<file path="config.mk">
export PLATFORM = sky130hd
export DESIGN_NAME = i2c_byte_master
export DESIGN_NICKNAME = d
export VERILOG_FILES = /design/src/rtl/i2c_byte_master.sv
export SDC_FILE = /design/constraint.sdc
export NUM_CORES = 1
export LEC_CHECK = 0
export ABC_AREA = 1
export CAP_MARGIN = 20
export CORE_MARGIN = 4
export CORE_UTILIZATION = 57
export DETAILED_ROUTE_END_ITERATION = 10
export HOLD_SLACK_MARGIN = 0.02
export PLACE_DENSITY = 0.83
export SETUP_SLACK_MARGIN = 0.05
export SYNTH_ARGS = -nofsm -noshare
export SYNTH_HDL_FRONTEND = slang
export SYNTH_SLANG_ARGS = --single-unit
</file>
<file path="constraint.sdc">
create_clock -name clk -period 2 [get_ports clk]
set_input_delay 0.5 -clock clk [delete_from_list [all_inputs] [get_ports clk]]
set_output_delay 0.5 -clock clk [all_outputs]
set_load 0.05 [all_outputs]
</file>
<file path="src/rtl/i2c_byte_master.sv">
// i2c_byte_master
//   Byte-level I2C bus master. Turns a START / WRITE / READ / STOP command
//   stream into open-drain SCL/SDA waveforms and returns one response per
//   command (read data or the slave ACK bit). SCL is built from four
//   quarter-periods, each QUARTER_DIV clk cycles long.
//
//   Optional build macro: I2C_CLOCK_STRETCH_EN
//     When defined, a quarter that releases SCL does not start counting
//     until scl_in reads high (slave clock stretching). Without it scl_in
//     is ignored.
//
// Ports
//   clk, reset_n           clock, async active-low reset
//   cmd_valid/cmd_ready    command handshake
//   cmd                    0=START 1=WRITE 2=READ 3=STOP
//   cmd_wdata              WRITE byte, MSB first
//   cmd_nack_out           READ: 1 = master NACKs this byte
//   rsp_valid              one-cycle completion pulse
//   rsp_rdata              last READ byte (held until next READ)
//   rsp_nack               WRITE: slave ACK bit (1 = NACK)
//   rsp_err                WRITE/READ issued while the bus is not owned
//   busy                   bus owned (between START and STOP)
//   scl, sda_out           open-drain drives, 1 = released
//   sda_in, scl_in         resolved bus lines
module i2c_byte_master #(
  parameter int QUARTER_DIV = 75
) (
  input  logic       clk,
  input  logic       reset_n,
  input  logic       cmd_valid,
  output logic       cmd_ready,
  input  logic [1:0] cmd,
  input  logic [7:0] cmd_wdata,
  input  logic       cmd_nack_out,
  output logic       rsp_valid,
  output logic [7:0] rsp_rdata,
  output logic       rsp_nack,
  output logic       rsp_err,
  output logic       busy,
  output logic       scl,
  output logic       sda_out,
  input  logic       sda_in,
  input  logic       scl_in
);

  typedef enum logic [2:0] {S_IDLE, S_HOLD, S_START, S_BIT, S_ACK, S_STOP} state_t;

  localparam logic [1:0]  CMD_START = 2'd0;
  localparam logic [1:0]  CMD_WRITE = 2'd1;
  localparam logic [1:0]  CMD_READ  = 2'd2;
  localparam logic [15:0] CNT_LAST  = 16'(QUARTER_DIV - 1);

  state_t      state_q, state_d;
  logic [1:0]  q_q, q_d;          // quarter within the current bit
  logic [15:0] cnt_q, cnt_d;      // quarter divider
  logic [2:0]  bit_q, bit_d;      // data bits left after the current one
  logic [6:0]  tx_q, tx_d;        // remaining WRITE bits (MSB next)
  logic [7:0]  rx_q, rx_d;
  logic        rd_q, rd_d;        // current byte is a READ
  logic        nko_q, nko_d;      // master ACK/NACK to send after a READ
  logic        ackb_q, ackb_d;    // sampled slave ACK bit
  logic        scl_q, scl_d;
  logic        sda_q, sda_d;
  logic        busy_q, busy_d;
  logic        rv_q, rv_d;
  logic [7:0]  rdata_q, rdata_d;
  logic        rnack_q, rnack_d;
  logic        rerr_q, rerr_d;

  logic run, stall, tick, accept;

  // Divider only runs while a bus phase is in progress
  assign run = (state_q != S_IDLE) && (state_q != S_HOLD);

`ifdef I2C_CLOCK_STRETCH_EN
  // A released SCL that is still low is being stretched by the slave:
  // hold the quarter at its first count until the line comes up.
  assign stall = scl_q && !scl_in && (cnt_q == '0);
`else
  logic unused_scl_in;
  assign unused_scl_in = scl_in;
  assign stall = 1'b0;
`endif

  assign tick      = run && !stall && (cnt_q == CNT_LAST);
  assign cmd_ready = !run;
  assign accept    = cmd_valid && cmd_ready;

  always_comb begin
    state_d = state_q;
    q_d     = q_q;
    bit_d   = bit_q;
    tx_d    = tx_q;
    rx_d    = rx_q;
    rd_d    = rd_q;
    nko_d   = nko_q;
    ackb_d  = ackb_q;
    scl_d   = scl_q;
    sda_d   = sda_q;
    busy_d  = busy_q;
    rv_d    = 1'b0;
    rdata_d = rdata_q;
    rnack_d = rnack_q;
    rerr_d  = rerr_q;
    // Idle/hold states keep the counter at zero, so an accepted command
    // always starts its first quarter from a fresh count.
    if (!run || stall || tick) cnt_d = '0;
    else                       cnt_d = cnt_q + 16'd1;

    case (state_q)
      S_IDLE, S_HOLD: begin
        if (accept) begin
          case (cmd)
            CMD_START: begin
              state_d = S_START;
              q_d     = 2'd0;
              sda_d   = 1'b1;               // SCL left as it is
            end
            CMD_WRITE, CMD_READ: begin
              if (state_q == S_IDLE) begin
                rv_d    = 1'b1;             // no bus activity, just flag it
                rerr_d  = 1'b1;
                rnack_d = 1'b0;
              end else begin
                state_d = S_BIT;
                q_d     = 2'd0;
                bit_d   = 3'd7;
                rd_d    = (cmd == CMD_READ);
                nko_d   = cmd_nack_out;
                tx_d    = (cmd == CMD_READ) ? 7'h7F : cmd_wdata[6:0];
                scl_d   = 1'b0;
                sda_d   = (cmd == CMD_READ) ? 1'b1 : cmd_wdata[7];
              end
            end
            default: begin                  // STOP
              if (state_q == S_IDLE) begin
                rv_d    = 1'b1;
                rerr_d  = 1'b0;
                rnack_d = 1'b0;
              end else begin
                state_d = S_STOP;
                q_d     = 2'd0;
                scl_d   = 1'b0;
                sda_d   = 1'b0;
              end
            end
          endcase
        end
      end

      S_START: if (tick) begin
        q_d = q_q + 2'd1;
        case (q_q)
          2'd0: scl_d = 1'b1;
          2'd1: sda_d = 1'b0;               // SDA falls with SCL high
          2'd2: scl_d = 1'b0;
          default: begin
            state_d = S_HOLD;
            busy_d  = 1'b1;
            rv_d    = 1'b1;
            rnack_d = 1'b0;
            rerr_d  = 1'b0;
          end
        endcase
      end

      S_BIT: if (tick) begin
        q_d = q_q + 2'd1;
        case (q_q)
          2'd0: scl_d = 1'b1;
          2'd1: rx_d  = {rx_q[6:0], sda_in};
          2'd2: scl_d = 1'b0;
          default: begin
            if (bit_q == 3'd0) begin
              state_d = S_ACK;
              sda_d   = rd_q ? nko_q : 1'b1;  // release for slave ACK
            end else begin
              bit_d = bit_q - 3'd1;
              sda_d = tx_q[6];
              tx_d  = {tx_q[5:0], 1'b1};
            end
          end
        endcase
      end

      S_ACK: if (tick) begin
        q_d = q_q + 2'd1;
        case (q_q)
          2'd0: scl_d  = 1'b1;
          2'd1: ackb_d = sda_in;
          2'd2: scl_d  = 1'b0;
          default: begin
            state_d = S_HOLD;
            rv_d    = 1'b1;
            rnack_d = rd_q ? 1'b0 : ackb_q;
            rerr_d  = 1'b0;
            if (rd_q) rdata_d = rx_q;
          end
        endcase
      end

      S_STOP: if (tick) begin
        q_d = q_q + 2'd1;
        case (q_q)
          2'd0: scl_d = 1'b1;
          2'd1: sda_d = 1'b1;               // SDA rises with SCL high
          2'd2: ;
          default: begin
            state_d = S_IDLE;
            busy_d  = 1'b0;
            rv_d    = 1'b1;
            rnack_d = 1'b0;
            rerr_d  = 1'b0;
          end
        endcase
      end

      default: state_d = S_IDLE;
    endcase
  end

  always_ff @(posedge clk or negedge reset_n) begin
    if (!reset_n) begin
      state_q <= S_IDLE;
      q_q     <= '0;
      cnt_q   <= '0;
      bit_q   <= '0;
      tx_q    <= '0;
      rx_q    <= '0;
      rd_q    <= 1'b0;
      nko_q   <= 1'b0;
      ackb_q  <= 1'b0;
      scl_q   <= 1'b1;
      sda_q   <= 1'b1;
      busy_q  <= 1'b0;
      rv_q    <= 1'b0;
      rdata_q <= '0;
      rnack_q <= 1'b0;
      rerr_q  <= 1'b0;
    end else begin
      state_q <= state_d;
      q_q     <= q_d;
      cnt_q   <= cnt_d;
      bit_q   <= bit_d;
      tx_q    <= tx_d;
      rx_q    <= rx_d;
      rd_q    <= rd_d;
      nko_q   <= nko_d;
      ackb_q  <= ackb_d;
      scl_q   <= scl_d;
      sda_q   <= sda_d;
      busy_q  <= busy_d;
      rv_q    <= rv_d;
      rdata_q <= rdata_d;
      rnack_q <= rnack_d;
      rerr_q  <= rerr_d;
    end
  end

  assign scl       = scl_q;
  assign sda_out   = sda_q;
  assign busy      = busy_q;
  assign rsp_valid = rv_q;
  assign rsp_rdata = rdata_q;
  assign rsp_nack  = rnack_q;
  assign rsp_err   = rerr_q;

endmodule

</file>
==> impl_metrics.toml <==
[status]
status = "complete, no violations"

[clocking]
clk_latency_ns = 0.31
cts_hold_buf = 0
htreeDepth = 2
clock_path_buffers = 2
cts_tree = "done"
cts.sinks = 56
cts_buffers = 5
clock-root-buffer = "clkbuf_8"
cts_setup_buffers = 0
path_clk_slew_ns = 0.10

[final_layout]
fillers = 416
fin_area_um2 = 3650
fin_cells = 506
final_common_cell = "nand2_1"
layout-drive-gt1-share_pct = 14.4
n_antenna_cell = 0
most-common-layout-cells = "107 x nand2_1, 54 x dfrtp_1, 45 x inv_1"
multi_input_area_um2 = 1460
regArea_um2 = 1400
syn_to_final_growth_pct = 20.7
final_nets = 464

[global_route]
grtUsageTotal_pct = 21.2
gr-total-overflow = 0
grt_first_pass_wirelength_um = 11000
grt_pass1_vias = 2609
antenna_found_initial = 0
grt_max_degree = 57

[hold_path]
hold_path_class = "in2async"

[run]
cap_viol_max_count = 0

[setup_path]
cp-end-kind = "output port"
critPathMaxStageDelay_ns = 0.39
crit_required_ns = 1.50
cp_num_buf_inv = 3
critPathKind = "reg2out"
crit_chain = "inv_1 > ha_4 > buf_4 > buf_12"
cp_max_fo = 8
path_delay_family = "buffers and inverters"
worstPathArrival_ns = 1.34
critPathLaunchType = "register"
critPathSlowestCell = "dfrtp_1"

[floorplan]
die_y_um = 80.9
die_w_um = 80.9
rows = 26
initial_core_util_pct = 58.9
core_um2 = 5140
io_pins = 31
dieArea_um2 = 6540

[timing]
setup_violations = 0
finalClockSkew_ns = 0.0102
worstMarginPinSlew_ns = 0.493
maxSlewHeadroom_pct = 67.3
hold_viol = 0
slew_violations = 0
clock.fmax_ghz = 0.544
fin_crit_ns = 1.84
period_share_pct = 91.9
rsz0062_at_grt = "yes"
holdWs_ns = 0.165

[placement]
dp_cells = 498
gp_congestion = 0.880
place_area_um2 = 3530
dp_hpwl_um = 4790
io_buffers = 29

[route]
route.detailed.drc = 0
postRouteWirelength_um = 6300
avgRoutedWirePerCell_um = 12.5
vias = 2679
drtPass1Iterations = 4
drt_iter0_markers = 151
drtAntennaViolNets = 0
drt-vias-per-instance = 5.29

[logic_synthesis]
synth.ff_latch_count = 56
synth.top_cell.area_share_pct = 44.6
ys_seq_area_share_pct = 46.4
netlist_top_cells_area = "dfrtp_1 45%, nand2_1 13%, inv_1 5.6%, ha_1 5.4%, nor2_1 5.0%"
syn_nets = 412
synth_warnings = 0
synth_cell_types = 34
synth_cells = 383
synth_area_um2 = 3030
yosysTopAreaCell = "dfrtp_1"
avgSynthCellArea_um2 = 7.90

[pwr]
peakVddDrop_v = 0.000553
p_leak_nw = 1.81
p_per_area_nw_per_um2 = 1150
## layout make-up
cell class | instances | share of cell area (%)
clock inverter | 3 | 0.719
multi-input combinational | 275 | 39.8
tap | 70 | 2.40
sequential | 56 | 38.4
timing repair buffer | 50 | 11.9
clock buffer | 5 | 1.88
inverter | 47 | 4.83
## what timing repair did
item                                    in CTS  in global routing
cloned                                       0                  0
endpoints found under the setup margin       4                 28
endpoints found under the hold margin        0                  0
resized for setup                            4                  5
pin swaps                                    0                  0
## power by group
group,switching (W),internal [W]
clock network,0.000378,0.000256
logic,0.00129,0.000799
registers,0.000132,0.00136
total,0.00180,0.00242
## stage by stage
step | total power (W) | setup TNS [ns] | util, % | setup slack (ns)
3_5_place_dp | 0.00358 | -2.94 | 68.7 | -0.247
4_1_cts | 0.00422 | 0 | 70.5 | 0.0887
2_1_floorplan | 0.00296 | 0 | - | 0.0712
6_report | 0.00422 | 0 | 71.1 | 0.162
3_3_place_gp | 0.00351 | -2.46 | 68.7 | -0.219
5_1_grt | 0.00457 | 0 | 71.1 | 0.0166
## registers in the layout, summed over array words and instances (netlist names), 2 cells and up
name and flops:
state_q 3, bit_q 3, rx_q 8, cnt_q 16, rsp_rdata 8, tx_q 7
q_q 2
## Yosys cell counts
cell / instances
nand2_1: 108
dfrtp_1: 54
inv_1: 45
nor2_1: 40
nand3_1: 23
o21ai_0: 20
a21oi_1: 16
ha_1: 13
o21ai_1: 12
nand4_1: 6
o22a_1: 5
nand3_2: 4
buf_2: 3
nor2_2: 3
nor3_1: 3
o211ai_1: 3
o21a_1: 3
dfstp_2: 2
inv_2: 2
nand2_2: 2
nand3b_1: 2
nor4_1: 2
a211oi_1: 1
a21oi_2: 1
buf_4: 1
buf_6: 1
mux2_2: 1
nor2_4: 1
nor3_4: 1
o211a_1: 1
o21ai_2: 1
o31ai_1: 1
xnor2_1: 1
xor2_1: 1
## kinds of logic (layout without fill, tap and decap cells)
kind of cell               after synthesis  in the layout  synth area share [%]
AOI/OAI and AO/OA                       64             64                  12.3
and+or+nand+nor                        195            195                  28.1
adders and majority gates               13             13                  5.37
DFF                                     56             56                  46.4
buffers and inverters                   52            105                  6.94
xor gates and xnor gates                 2              2                 0.579
muxes                                    1              1                 0.372
## worst reg2reg max path, cell delays in order, from the launching register on
cell and delay (ns):
dfrtp_1 0.42, inv_1 0.07, ha_1 0.14, nand3b_1 0.09, nor2_2 0.15, nand2_1 0.13
nor2_4 0.16, nand3_2 0.25, nand2_1 0.14, o21ai_0 0.10
## worst paths after layout
kind / startpoint / slack [ns] / cells after the start / endpoint
max: state_q[1]$_DFFE_PN0P_ / 0.16 / 4 / cmd_ready
min: reset_n / 0.16 / 2 / tx_q[0]$_DFFE_PN0P_
max reg2reg: cnt_q[0]$_DFF_PN0_ / 0.24 / 9 / rx_q[2]$_DFFE_PN0P_
min reg2reg: scl$_DFFE_PN1P_ / 0.47 / 2 / scl$_DFFE_PN1P_
max in group asynchronous: reset_n / 1.54 / 2 / scl$_DFFE_PN1P_
min in group clk: scl$_DFFE_PN1P_ / 0.47 / 2 / scl$_DFFE_PN1P_
## per-layer routing
metal | routed length (µm) | GRT usage, % | vias to the layer above | part of all wire (%)
met4 | 90 | 6.59 | 0 | 1.4
met2 | 3190 | 38.3 | 53 | 51
met5 | 0 | 0 | - | 0
met3 | 226 | 3.10 | 8 | 3.6
met1 | 2800 | 26.2 | 1269 | 44
li1 | - | - | 1349 | -
(Power assumes the default switching activity.)
